## config.mk

```make
export PLATFORM = sky130hd
export DESIGN_NAME = i2c_line_filter_flat
export DESIGN_NICKNAME = d
export VERILOG_FILES = /design/src/rtl/i2c_line_filter_pkg.sv /design/src/rtl/i2c_line_filter_if.sv /design/src/rtl/i2c_line_filter_line_glitch_filter.sv /design/src/rtl/i2c_line_filter.sv /design/src/flat_wrapper.sv
export SDC_FILE = /design/constraint.sdc
export NUM_CORES = 1
export LEC_CHECK = 0
export CAP_MARGIN = 20
export CORE_AREA = 8 8 45 47
export CTS_CLUSTER_DIAMETER = 30
export DETAILED_ROUTE_END_ITERATION = 10
export DIE_AREA = 0 0 53 55
export PLACE_DENSITY = 0.74
export SYNTH_ARGS = -nofsm -noshare
export SYNTH_HDL_FRONTEND = slang
export SYNTH_HIERARCHICAL = 1
export SYNTH_SLANG_ARGS = --single-unit
```

## constraint.sdc

```tcl
create_clock -name clk -period 1.35 [get_ports clk]
set_input_delay 0.135 -clock clk [delete_from_list [all_inputs] [get_ports clk]]
set_output_delay 0.135 -clock clk [all_outputs]
set_load 0.01 [all_outputs]
```

## src/rtl/i2c_line_filter_pkg.sv

```systemverilog
// rtl/i2c_line_filter_pkg.sv - shared constants, bus-state type and parameter legality check
// for the SCL/SDA line filter.
package i2c_line_filter_pkg;

    localparam logic I2C_IDLE_LEVEL    = 1'b1;

    localparam int   SYNC_STAGES_MIN   = 2;
    localparam int   SYNC_STAGES_MAX   = 4;
    localparam int   FILTER_CYCLES_MIN = 1;
    localparam int   FILTER_CYCLES_MAX = 15;

    typedef enum logic {
        BUS_IDLE = 1'b0,
        BUS_BUSY = 1'b1
    } bus_state_e;

    function automatic bit params_legal(input int sync_stages, input int filter_cycles);
        return (sync_stages >= SYNC_STAGES_MIN) && (sync_stages <= SYNC_STAGES_MAX) &&
               (filter_cycles >= FILTER_CYCLES_MIN) && (filter_cycles <= FILTER_CYCLES_MAX);
    endfunction

endpackage

```

## src/rtl/i2c_line_filter_if.sv

```systemverilog
// rtl/i2c_line_filter_if.sv - raw pad inputs and conditioned levels/strobes of the line filter.
// master drives the pads and observes results; slave is the filter itself.
interface i2c_line_filter_if;

    logic scl_i;
    logic sda_i;
    logic scl_o;
    logic sda_o;
    logic scl_rise;
    logic scl_fall;
    logic sda_rise;
    logic sda_fall;
    logic start_det;
    logic stop_det;
    logic bus_busy;

    modport master (
        output scl_i,
        output sda_i,
        input  scl_o,
        input  sda_o,
        input  scl_rise,
        input  scl_fall,
        input  sda_rise,
        input  sda_fall,
        input  start_det,
        input  stop_det,
        input  bus_busy
    );

    modport slave (
        input  scl_i,
        input  sda_i,
        output scl_o,
        output sda_o,
        output scl_rise,
        output scl_fall,
        output sda_rise,
        output sda_fall,
        output start_det,
        output stop_det,
        output bus_busy
    );

endinterface

```

## src/rtl/i2c_line_filter_line_glitch_filter.sv

```systemverilog
// rtl/i2c_line_filter_line_glitch_filter.sv - one line: synchronizer, stability counter,
// filtered level and registered rise/fall strobes.
module line_glitch_filter
    import i2c_line_filter_pkg::*;
#(
    parameter int SYNC_STAGES   = 2,
    parameter int FILTER_CYCLES = 3
) (
    input  logic clk,
    input  logic rst_n,
    input  logic line_i,
    output logic level_o,
    output logic rise_o,
    output logic fall_o
);

    localparam int               CNT_W    = $clog2(FILTER_CYCLES + 1);
    localparam logic [CNT_W-1:0] CNT_LAST = CNT_W'(FILTER_CYCLES - 1);

    logic [SYNC_STAGES-1:0] sync_q;
    logic [SYNC_STAGES-1:0] sync_d;
    logic [CNT_W-1:0]       cnt_q;
    logic [CNT_W-1:0]       cnt_d;
    logic                   level_q;
    logic                   level_d;
    logic                   rise_q;
    logic                   rise_d;
    logic                   fall_q;
    logic                   fall_d;
    logic                   synced;

    assign synced = sync_q[SYNC_STAGES-1];

    // A mismatch must persist for FILTER_CYCLES consecutive clocks; any return to the
    // current level restarts the count, so short glitches never reach the output.
    always_comb begin
        sync_d  = {sync_q[SYNC_STAGES-2:0], line_i};
        cnt_d   = cnt_q;
        level_d = level_q;
        rise_d  = 1'b0;
        fall_d  = 1'b0;
        if (synced == level_q) begin
            cnt_d = '0;
        end else if (cnt_q == CNT_LAST) begin
            cnt_d   = '0;
            level_d = synced;
            rise_d  = synced;
            fall_d  = ~synced;
        end else begin
            cnt_d = cnt_q + CNT_W'(1);
        end
    end

    always_ff @(posedge clk or negedge rst_n) begin
        if (!rst_n) begin
            sync_q  <= {SYNC_STAGES{I2C_IDLE_LEVEL}};
            cnt_q   <= '0;
            level_q <= I2C_IDLE_LEVEL;
            rise_q  <= 1'b0;
            fall_q  <= 1'b0;
        end else begin
            sync_q  <= sync_d;
            cnt_q   <= cnt_d;
            level_q <= level_d;
            rise_q  <= rise_d;
            fall_q  <= fall_d;
        end
    end

    assign level_o = level_q;
    assign rise_o  = rise_q;
    assign fall_o  = fall_q;

endmodule

```

## src/rtl/i2c_line_filter.sv

```systemverilog
// rtl/i2c_line_filter.sv - SCL/SDA conditioning front end; START/STOP detection and bus_busy
// are built only when I2C_LINE_FILTER_COND_DETECT_EN is defined.
module i2c_line_filter
    import i2c_line_filter_pkg::*;
#(
    parameter int SYNC_STAGES   = 2,
    parameter int FILTER_CYCLES = 3
) (
    input  logic                 clk,
    input  logic                 rst_n,
    i2c_line_filter_if.slave     bus
);

    if (!params_legal(SYNC_STAGES, FILTER_CYCLES)) begin : g_param_check
        $error("i2c_line_filter: SYNC_STAGES or FILTER_CYCLES outside legal range");
    end

    logic scl_level;
    logic scl_rise;
    logic scl_fall;
    logic sda_level;
    logic sda_rise;
    logic sda_fall;

    line_glitch_filter #(
        .SYNC_STAGES   (SYNC_STAGES),
        .FILTER_CYCLES (FILTER_CYCLES)
    ) u_scl_filter (
        .clk     (clk),
        .rst_n   (rst_n),
        .line_i  (bus.scl_i),
        .level_o (scl_level),
        .rise_o  (scl_rise),
        .fall_o  (scl_fall)
    );

    line_glitch_filter #(
        .SYNC_STAGES   (SYNC_STAGES),
        .FILTER_CYCLES (FILTER_CYCLES)
    ) u_sda_filter (
        .clk     (clk),
        .rst_n   (rst_n),
        .line_i  (bus.sda_i),
        .level_o (sda_level),
        .rise_o  (sda_rise),
        .fall_o  (sda_fall)
    );

    assign bus.scl_o    = scl_level;
    assign bus.sda_o    = sda_level;
    assign bus.scl_rise = scl_rise;
    assign bus.scl_fall = scl_fall;
    assign bus.sda_rise = sda_rise;
    assign bus.sda_fall = sda_fall;

`ifdef I2C_LINE_FILTER_COND_DETECT_EN
    logic       scl_prev_q;
    logic       scl_stable_hi;
    logic       start_w;
    logic       stop_w;
    bus_state_e state_q;
    bus_state_e state_d;

    // SCL must have been high the previous clock too, so an SDA edge accepted together
    // with an SCL edge is never mistaken for a bus condition.
    assign scl_stable_hi = scl_level & scl_prev_q;
    assign start_w       = sda_fall & scl_stable_hi;
    assign stop_w        = sda_rise & scl_stable_hi;

    always_comb begin
        state_d = state_q;
        unique case (state_q)
            BUS_IDLE: if (start_w) state_d = BUS_BUSY;
            BUS_BUSY: if (stop_w)  state_d = BUS_IDLE;
            default:               state_d = BUS_IDLE;
        endcase
    end

    always_ff @(posedge clk or negedge rst_n) begin
        if (!rst_n) begin
            scl_prev_q <= I2C_IDLE_LEVEL;
            state_q    <= BUS_IDLE;
        end else begin
            scl_prev_q <= scl_level;
            state_q    <= state_d;
        end
    end

    assign bus.start_det = start_w;
    assign bus.stop_det  = stop_w;
    assign bus.bus_busy  = (state_q == BUS_BUSY);
`else
    assign bus.start_det = 1'b0;
    assign bus.stop_det  = 1'b0;
    assign bus.bus_busy  = 1'b0;
`endif

endmodule

```

## src/flat_wrapper.sv

```systemverilog
// flat-port wrapper written by rule: the top's interface ports become plain ports
module i2c_line_filter_flat import i2c_line_filter_pkg::*;
#(
    parameter int SYNC_STAGES   = 2,
    parameter int FILTER_CYCLES = 3
)
  (clk, rst_n, bus_scl_i, bus_sda_i, bus_scl_o, bus_sda_o, bus_scl_rise, bus_scl_fall, bus_sda_rise, bus_sda_fall, bus_start_det, bus_stop_det, bus_bus_busy);
  i2c_line_filter_if bus_i ();
  input  logic clk;
  input  logic rst_n;
  input wire logic [$bits(bus_i.scl_i)-1:0] bus_scl_i;
  input wire logic [$bits(bus_i.sda_i)-1:0] bus_sda_i;
  output wire logic [$bits(bus_i.scl_o)-1:0] bus_scl_o;
  output wire logic [$bits(bus_i.sda_o)-1:0] bus_sda_o;
  output wire logic [$bits(bus_i.scl_rise)-1:0] bus_scl_rise;
  output wire logic [$bits(bus_i.scl_fall)-1:0] bus_scl_fall;
  output wire logic [$bits(bus_i.sda_rise)-1:0] bus_sda_rise;
  output wire logic [$bits(bus_i.sda_fall)-1:0] bus_sda_fall;
  output wire logic [$bits(bus_i.start_det)-1:0] bus_start_det;
  output wire logic [$bits(bus_i.stop_det)-1:0] bus_stop_det;
  output wire logic [$bits(bus_i.bus_busy)-1:0] bus_bus_busy;
  assign bus_i.scl_i = bus_scl_i;
  assign bus_i.sda_i = bus_sda_i;
  assign bus_scl_o = bus_i.scl_o;
  assign bus_sda_o = bus_i.sda_o;
  assign bus_scl_rise = bus_i.scl_rise;
  assign bus_scl_fall = bus_i.scl_fall;
  assign bus_sda_rise = bus_i.sda_rise;
  assign bus_sda_fall = bus_i.sda_fall;
  assign bus_start_det = bus_i.start_det;
  assign bus_stop_det = bus_i.stop_det;
  assign bus_bus_busy = bus_i.bus_busy;
  i2c_line_filter #(.SYNC_STAGES(SYNC_STAGES), .FILTER_CYCLES(FILTER_CYCLES)) u_core (.clk(clk), .rst_n(rst_n), .bus(bus_i));
endmodule
```

# After elaboration in Yosys (flattened, before gate mapping)
# Cells that the tools add are included.
[word_totals] register_bits=14 latch_bits=0 ram_bits=0 rom_bits=0 input_bits=4 word_cells=34 memories=0
[classes] addsub=2 multipliers=0 n_div=0 n_lt_le_gt_ge=0 n_eq_ne=4 n_shift=0 mux=12 bitwise_logic=4 n_reduce_logical=2
[op_table] cell="2-to-1 mux 1 bit" count=8
[op_table] cell="2-to-1 mux 2 bit" count=4
[op_table] cell="adder 2 x 1 -> 2 bit (second input constant)" count=2
[op_table] cell="== test 2 bit (second input constant)" count=2
[op_table] cell="NOT 1 bit" count=4
[op_table] cell="AND reduction 2 bit" count=2
[op_table] cell="== test 1 bit" count=2

# Logic depth before layout (Yosys ltp)
# Gate-level depths: netlist of the first run.
[logic_depth] word_depth=3 ltp_mapped=2 depth_no_buf=2

# By module
# Netlist of the first run, hierarchy kept.
[by_module_without_submodules] mod="line_glitch_filter" n_inst=2 cells_each=14 area_each_um2=244.0
[by_module_without_submodules] mod="i2c_line_filter" n_inst=1 cells_each=4 area_each_um2=26.3

# Worst setup path before layout of the first run
# OpenSTA, ideal clock, no wires.
[synth_timing] path_kind="reg-to-reg" from="register u_core.u_scl_filter.level_q, in the netlist u_core/u_scl_filter/level_o" to="register u_core.u_scl_filter.cnt_q[1]" arrival_time_ps=766 setup_slack_ps=459 stages_incl_launch_ff=3 n_path_buf=0 cell_sequence="dfstp_2 -> xnor2_1 -> nor3b_1"
[synth_via] elab_chain_cells=2
[synth_rtl] item="start, declared" line="i2c_line_filter_line_glitch_filter.sv:24" source="logic level_q;"
[synth_rtl] item="start signal, assigned" line="i2c_line_filter_line_glitch_filter.sv:64" source="level_q <= level_d;"
[synth_rtl] item="== test 1 bit" line="i2c_line_filter_line_glitch_filter.sv:42" source="if (synced == level_q) begin"
[synth_rtl] item="2-to-1 mux 2 bit" line="i2c_line_filter_line_glitch_filter.sv:42"
[synth_rtl] item="via u_core.u_scl_filter.cnt_d[1]" line="i2c_line_filter_line_glitch_filter.sv:23" source="logic [CNT_W-1:0] cnt_d;"
[synth_rtl] item="end signal, assigned" line="i2c_line_filter_line_glitch_filter.sv:63" source="cnt_q <= cnt_d;"
[synth_rtl] item="end, declared" line="i2c_line_filter_line_glitch_filter.sv:22" source="logic [CNT_W-1:0] cnt_q;"
# The timed path passes the listed nets, and every way through them passes these cells.
# A chain may end at the register's enable or synchronous reset.

# Worst setup path after layout of the first run
[layout_timing] from="register u_core.u_scl_filter.rise_q, in the netlist u_core/u_scl_filter/rise_o" to="output port bus_scl_rise"
[layout_rtl] item="start, declared" line="i2c_line_filter_line_glitch_filter.sv:26" source="logic rise_q;"
[layout_rtl] item="start signal, assigned" line="i2c_line_filter_line_glitch_filter.sv:65" source="rise_q <= rise_d;"
[layout_rtl] item="end, declared" line="flat_wrapper.sv:15" source="output wire logic [$bits(bus_i.scl_rise)-1:0] bus_scl_rise;"
# No word-level cell between the ends.

==> results of run 1 <==
cell families (layout without fill, tap and decap cells):
family	Yosys count	after routing	share of synthesized area
mux	2	2	0.0584
flops	14	14	0.696
buf+inv	3	14	0.0438
xor+xnor	2	2	0.0341
simple gates	10	10	0.161
other cells	1	3	0.00729
per-layer routing:
metal  share of wire  up-vias
li1                -      126
met1            0.44      111
met2            0.39       12
met3            0.13        2
met4           0.040        0
met5               0        -
path summary, 6_finish.rpt:
check	start	end	slack (ns)	cells past startpoint
worst max register to register	u_core/u_sda_filter/level_o	u_core/u_sda_filter/cnt_q[1]	0.42	2
max in group asynchronous	rst_n	u_core/u_scl_filter/level_o	0.95	2
min in group clk	bus_sda_i	u_core/u_sda_filter/sync_q[0]	0.27	1
worst min-delay path	rst_n	u_core/u_sda_filter/rise_o	0.16	2
worst max-delay path	u_core/u_scl_filter/rise_o	bus_scl_rise	0.08	1
worst min register to register	u_core/u_sda_filter/sync_q[0]	u_core/u_sda_filter/sync_q[1]	0.35	0
metrics by stage:
| stage | setup WS, ns | instance area, µm² | cells | hold WS [ns] | power [mW] |
|---|---|---|---|---|---|
| after floorplan | 0.459 | 522 | 34 | -0.161 | 0.867 |
| after global placement | 0.134 | 617 | 57 | 0.346 | 0.987 |
| after detailed placement | 0.118 | 617 | 57 | 0.347 | 1.00 |
| after CTS | 0.0514 | 641 | 61 | 0.153 | 1.22 |
| after global routing | 0.0336 | 641 | 61 | 0.164 | 1.28 |
| final | 0.0758 | 641 | 61 | 0.161 | 1.19 |
registers in the layout, indices dropped and copies added, names as in the netlist:
register                     cells
u_core/u_sda_filter/level_o      1
u_core/u_sda_filter/cnt_q        2
u_core/u_sda_filter/fall_o       1
u_core/u_sda_filter/sync_q       2
u_core/u_scl_filter/fall_o       1
u_core/u_sda_filter/rise_o       1
u_core/u_scl_filter/rise_o       1
u_core/u_scl_filter/sync_q       2
u_core/u_scl_filter/cnt_q        2
u_core/u_scl_filter/level_o      1
cell usage in the layout, fill, tap and decap left out:
cell type        instances
buf_4                    1
clkbuf_1                 1
clkbuf_4                 3
clkdlybuf4s50_1          7
conb_1                   3
dfrtp_1                  8
dfstp_2                  6
dlygate4sd2_1            2
mux2_4                   2
nand2b_4                 2
nor3_1                   2
nor3b_1                  6
xnor2_1                  2
where the power goes:
part           internal (mW)  switching [mW]  leakage (nW)
sequential             0.548          0.0897         0.171
clock                  0.114           0.118        0.0150
combinational          0.209           0.116        0.0937
total                  0.871           0.323         0.279
worst register-to-register path, delay by kind of cell (launching register included):
family	cells	cell delay, ns
XOR/XNOR	1	0.09
flip-flops	1	0.57
AND/OR/NAND/NOR	1	0.19
cell type report:
type | count | share of cell area
clock buffer | 4 | 0.0410
multi-input combinational | 17 | 0.221
sequential | 14 | 0.559
tap | 16 | 0.0313
timing repair buffer | 10 | 0.148
==> reports/results.txt, run 1 <==
H-tree depth - 1
Final Max Slew Viols - 0
FFs w/ async S/R, synth - 1.00
CTS sink count - 14
DR DRC count - 0
met3 Usage GRT - 0.0187
clk_lat worst skew - 0.27 ns
I/O pins - 13
Hold WC Path Type - primary input to asynchronous set/reset pin
setup violators final - 0
fin crit period - 1.27 ns
synth unique cells - 9
clk root buf - clkbuf_4
area added between synthesis and finish - 24.6%
num rows - 14
Power Dens Cells - 1860 nW/µm²
clock slew at reported path FFs - 0.08 ns
Final Hold Vio Count - 0
WL/cell - 11.0 µm
total of max-cap violations - 0
remaining antenna violation count - 0
CP max FO - 1
number of synthesized flops with an enable pin - 0
Num CTS Buffers - 3
leakage - 0.279 nW
number of fill cells - 128
# port buffers - 9
Yosys warning total - 6
syn_area_per_cell - 16.1 µm²
CTS tree - built
die width - 53 µm
routed via count - 251
Iter 0 DRT Violations - 3
quantity of gates resized following cts - 2
diode count - 0
share of layout cells above drive strength 1 - 0.311
WL final - 673 µm
Post-Syn Area - 514 µm²
first-pass GRT wire length - 1.08 mm
GPL Wtd Cong - 0.586
Setup Skew - 0.00525 ns
crit path kind - flip-flop to primary output
Worst setup SP type - flip-flop
Synth top area share - 0.389
synth cell count leaders - dfrtp_1 (8), dfstp_2 (6), nor3b_1 (6), buf_4 (3)
postcts setup bufs - 0
gr busiest metal - met4
f_max - 785 MHz
met2 GRT Util - 0.0762
Detailed Routing Iterations Pass 1 - 2
RSZ-0062 raised after global routing - no
vias in the first global route - 272
worst-path cell chain - clkdlybuf4s50_1
global route overflow - 0
critical path data required time - 1.22 ns
main area contributors after synthesis - dfrtp_1 (39%), dfstp_2 (31%), nor3b_1 (8.8%), mux2_4 (5.8%), nand2b_4 (5.4%)
Post-Syn Instances - 32
Die Area - 2920 µm²
met1 Usage GRT - 0.0536
Arrival @ worst endpoint - 1.14 ns
Critical path buffers and inverters - 1
largest area contributor in the netlist - dfrtp_1
final layout net count - 50
worst vdd ir - 0.000703 V
Synth Flop Type - dfrtp_1
initial core utilization - 0.372
largest net degree at the start of global routing - 15
synthesis-stage register bit count - 14
Period Utilization, post-route - 0.944
core region area - 1380 µm²
Top delay family on crit path - buffers and inverters
Max clock buf depth - 2
gr usage total - 0.0559
multi-input logic area - 141 µm²
Critical Path Sink Type - primary output
Crit-path slowest cell - clkdlybuf4s50_1
via/cell ratio - 4.11
status - finished clean
setup TNS - 0 ns
crit-path max cell delay - 0.53 ns
final core area utilization - 0.463
count leader, synth - dfrtp_1
Seq/Total Area, Yosys - 0.696
Storage cell area - 358 µm²
hold buffers post-CTS - 0
initial antenna violation count - 0
Die Y - 55 µm
(Power assumes the default switching activity.)
==> run 2, diff against run 1 <==
--- a/config.mk
+++ b/config.mk
@@ -11,6 +11,7 @@
 export DETAILED_ROUTE_END_ITERATION = 10
 export DIE_AREA = 0 0 53 55
 export PLACE_DENSITY = 0.74
+export RECOVER_POWER = 50
 export SYNTH_ARGS = -nofsm -noshare
 export SYNTH_HDL_FRONTEND = slang
 export SYNTH_HIERARCHICAL = 1
==> run 2 against run 1 <==
  * Final cell count unchanged
  * Sequential power about the same
  * Cell area fell by 0.59%
  * Power shrank 0.28%
  * First-iteration DRC count did not move
==> reports/results.txt, run 2 (synthesis gave the netlist of run 1 again) <==
status - finished clean
Worst slew margin - 0.533
DR DRC count - 0
quantity of gates resized following cts - 2
clk root buf - clkbuf_4
R2R cell count - 2
Power Total - 1.19 mW
gr usage total - 0.0559
Crit-path slowest cell - clkdlybuf4s50_1
worst hold path startpoint - u_core/u_sda_filter/sync_q[0]
Min Hold Slack - 0.351 ns
first-pass GRT wire length - 1.08 mm
worst slew pin tran - 0.701 ns
Final Max Slew Viols - 0
R2R Path Start - u_core/u_sda_filter/level_o
Post-Place Worst Slack - 0.118 ns
Hold WC Path Type - flip-flop to flip-flop
die width - 53 µm
initial core utilization - 0.372
Num CTS Buffers - 3
Detailed Routing Iterations Pass 1 - 2
H-tree depth - 1
Period Utilization, post-route - 0.941
crit path kind - flip-flop to primary output
final layout net count - 50
Arrival @ worst endpoint - 1.14 ns
WL final - 667 µm
clock slew at reported path FFs - 0.08 ns
CTS sink count - 14
via/cell ratio - 4.11
GPL Wtd Cong - 0.586
diode count - 0
Critical Path Sink Type - primary output
hold depth - 0
Max clock buf depth - 2
leakage - 0.277 nW
worst vdd ir - 0.000700 V
Power Dens Cells - 1870 nW/µm²
Die Y - 55 µm
Die Area - 2920 µm²
crit-path max cell delay - 0.53 ns
Top delay family on crit path - buffers and inverters
fin area - 637 µm²
WL/cell - 10.9 µm
routed via count - 251
Iter 0 DRT Violations - 3
Setup Skew - 0.00525 ns
initial antenna violation count - 0
remaining antenna violation count - 0
Final Hold Vio Count - 0
I/O pins - 13
num rows - 14
number of fill cells - 128
hold buffers post-CTS - 0
most common cell after layout, fill and taps aside - dfrtp_1
CTS tree - built
R2R Path End - u_core/u_sda_filter/cnt_q[1]
fin crit period - 1.27 ns
f_max - 787 MHz
largest net degree at the start of global routing - 15
postcts setup bufs - 0
CP max FO - 1
# port buffers - 9
Reg2Reg Setup Slack - 0.42 ns
total of max-cap violations - 0
critical path data required time - 1.22 ns
core region area - 1380 µm²
final setup margin - 0.0794 ns
clk_lat worst skew - 0.27 ns
most frequent cells in the layout - dfrtp_1 (8), nor3b_1 (6), dfstp_2 (6)
global route overflow - 0
worst hold endpoint - u_core/u_sda_filter/sync_q[1]
setup violators final - 0
area added between synthesis and finish - 23.8%
Post-DP Area - 617 µm²
vias in the first global route - 272
Worst setup SP type - flip-flop
Critical path buffers and inverters - 1
setup TNS - 0 ns
worst-path cell chain - clkdlybuf4s50_1
RSZ-0062 raised after global routing - no
share of layout cells above drive strength 1 - 0.289
[run 2: worst max-delay path by stage]
| stage | startpoint | slack, ns | end | depth (start not counted) |
|---|---|---|---|---|
| after floorplan | u_core/u_scl_filter/level_o | 0.46 | u_core/u_scl_filter/cnt_q[1] | 2 |
| final | u_core/u_scl_filter/rise_o | 0.08 | bus_scl_rise | 1 |
| after global routing | u_core/u_sda_filter/rise_o | 0.03 | bus_sda_rise | 1 |
| after global placement | u_core/u_sda_filter/level_o | 0.13 | bus_sda_o | 1 |
| after detailed placement | u_core/u_sda_filter/level_o | 0.12 | bus_sda_o | 1 |
| after CTS | u_core/u_scl_filter/rise_o | 0.05 | bus_scl_rise | 1 |
[run 2: per-stage QoR]
step / utilization / std cells
floorplan: - / 34
global placement: 0.446 / 57
detailed placement: 0.446 / 57
CTS: 0.463 / 61
global route: 0.460 / 61
finish: 0.460 / 61
[run 2: routing by layer]
metal  track usage  up-vias  share of wire
met4        0.0905        0          0.040
met3        0.0187        2           0.13
met1        0.0536      111           0.44
met2        0.0762       12           0.39
met5             0        -              0
li1              -      126              -
[run 2: final cells by class]
type / instances / area (µm²) / share of cell area
multi-input cells: 17 / 141 / 0.222
clock buffers: 4 / 26.3 / 0.0413
repair buffers: 10 / 91.3 / 0.143
flip-flops and latches: 14 / 358 / 0.562
well taps: 16 / 20.0 / 0.0314
[run 2: report_power, final]
group	switching, mW	internal [mW]
clock network	0.118	0.114
logic	0.115	0.206
registers	0.0896	0.548
==> run 3, diff against run 2 <==
--- a/config.mk
+++ b/config.mk
@@ -10,6 +10,7 @@
 export CTS_CLUSTER_DIAMETER = 30
 export DETAILED_ROUTE_END_ITERATION = 10
 export DIE_AREA = 0 0 53 55
+export MAX_ROUTING_LAYER = met4
 export PLACE_DENSITY = 0.74
 export RECOVER_POWER = 50
 export SYNTH_ARGS = -nofsm -noshare
==> results of run 3 <==
Same layout as run 2: the final DEF is identical, and so are final timing and power.
Main changes from that run: final weighted congestion in routability-driven placement 0.586 -> 0.589; overall routing resource usage 0.0559 -> 0.0576
==> RTL edit (flow settings as in run 3) <==
`FILTER_CYCLES` is set to 3 in 3 places; all go to 6.
--- a/src/rtl/i2c_line_filter_line_glitch_filter.sv
+++ b/src/rtl/i2c_line_filter_line_glitch_filter.sv
@@ -5,5 +5,5 @@
 #(
     parameter int SYNC_STAGES   = 2,
-    parameter int FILTER_CYCLES = 3
+    parameter int FILTER_CYCLES = 6
 ) (
     input  logic clk,
--- a/src/rtl/i2c_line_filter.sv
+++ b/src/rtl/i2c_line_filter.sv
@@ -5,5 +5,5 @@
 #(
     parameter int SYNC_STAGES   = 2,
-    parameter int FILTER_CYCLES = 3
+    parameter int FILTER_CYCLES = 6
 ) (
     input  logic                 clk,
--- a/src/flat_wrapper.sv
+++ b/src/flat_wrapper.sv
@@ -3,5 +3,5 @@
 #(
     parameter int SYNC_STAGES   = 2,
-    parameter int FILTER_CYCLES = 3
+    parameter int FILTER_CYCLES = 6
 )
   (clk, rst_n, bus_scl_i, bus_sda_i, bus_scl_o, bus_sda_o, bus_scl_rise, bus_scl_fall, bus_sda_rise, bus_sda_fall, bus_start_det, bus_stop_det, bus_bus_busy);
Behaviour: not the same (a bounded check fails within 10 cycles, from zero or initial values and one cycle with rst_n low).
==> RTL edit against run 3 <==
  * Utilization is 7.2 points higher
  * Largest power group unchanged
  * Power increased by 4.5%
  * Routed wire length increased by 31%
  * Setup slack gained 0.0039 ns
  * Clock skew fell by 0.0033 ns
  * Sequential share of layout area is 0.84 points lower
  * Critical endpoint is now bus_scl_fall
  * Sequential cell count increased by 2
  * Critical path type unchanged
  * Design area increased by 16%
  * Area after synthesis grew 18%
  * Cell count grew 20%
  * First-iteration DRC count is 100% lower
==> RTL edit: results (changes against run 3) <==
| Metric | Value |
|---|---|
| Fill cells | `111 (was 128)` |
| Multi-input logic cell count | `27 (was 17)` |
| Clock Skews | `0.00200 ns (was 0.00525 ns)` |
| Share of layout cells above drive strength 1 | `21.1% (was 28.9%)` |
| FFs & Latches | `16 (was 14)` |
| Worst IR drop on VDD | `0.00112 V (was 0.000700 V)` |
| Routed len/inst | `11.9 um (was 10.9 um)` |
| Non-Filler Instances | `73 (was 61)` |
| GRT met2 Usage | `11.3% (was 7.62%)` |
| Vias per inst | `4.71 (was 4.11)` |
| Pin count of the biggest net entering global routing | `17 (was 15)` |
| Most frequent cells after synthesis | `dfrtp_1 (10), dfstp_2 (6) (was dfrtp_1 (8), dfstp_2 (6), nor3b_1 (6), buf_4 (3))` |
| Dpl cells | `69 (was 57)` |
| Area occupied by multi-input gates | `181 um2 (was 141 um2)` |
| Met3 GRT Util | `2.94% (was 1.87%)` |
| Place WS | `0.115 ns (was 0.118 ns)` |
| Post-Synthesis Cells | `44 (was 32)` |
| Xor/xnor share of the synthesized area | `2.90% (was 3.41%)` |
| DP Area | `707 um2 (was 617 um2)` |
| Max Used Layer | `met3 (was met4)` |
| Pleak | `0.312 nW (was 0.277 nW)` |
| Outcome | `finished, final reports clean (unchanged)` |
| Metal-1 WL | `378 um (was 293 um)` |
| Vias in the first global route | `335 (was 272)` |
| Routed wl met3 | `49 um (was 85 um)` |
| Post-synthesis mux area share | `3.73% (was 5.84%)` |
| Met2 wire length | `444 um (was 261 um)` |
RTL edit: report_power, final:
group          internal (mW)  switching (mW)  leakage, nW  total (mW)
Sequential             0.597          0.0966        0.198       0.694
Combinational          0.153           0.106       0.0936       0.258
Clock                  0.164           0.129       0.0210       0.293
RTL edit: path summary, 6_finish.rpt:
check	startpoint	end	slack, ns	cells past startpoint
max	u_core/u_scl_filter/fall_o	bus_scl_fall	0.08	1
max in group asynchronous	rst_n	u_core/u_sda_filter/rise_o	0.39	2
min in group asynchronous	rst_n	u_core/u_scl_filter/rise_o	0.47	2
max reg2reg	u_core/u_sda_filter/cnt_q[1]	u_core/u_sda_filter/rise_o	0.30	2
min	u_core/u_sda_filter/sync_q[0]	u_core/u_sda_filter/sync_q[1]	0.36	0
min reg2reg	u_core/u_sda_filter/sync_q[0]	u_core/u_sda_filter/sync_q[1]	0.36	0
RTL edit: worst register-to-register path, delay by kind of cell, from the launching register on:
family | cells | cell delay (ns)
AND/OR/NAND/NOR | 2 | 0.54
flip-flops | 1 | 0.41
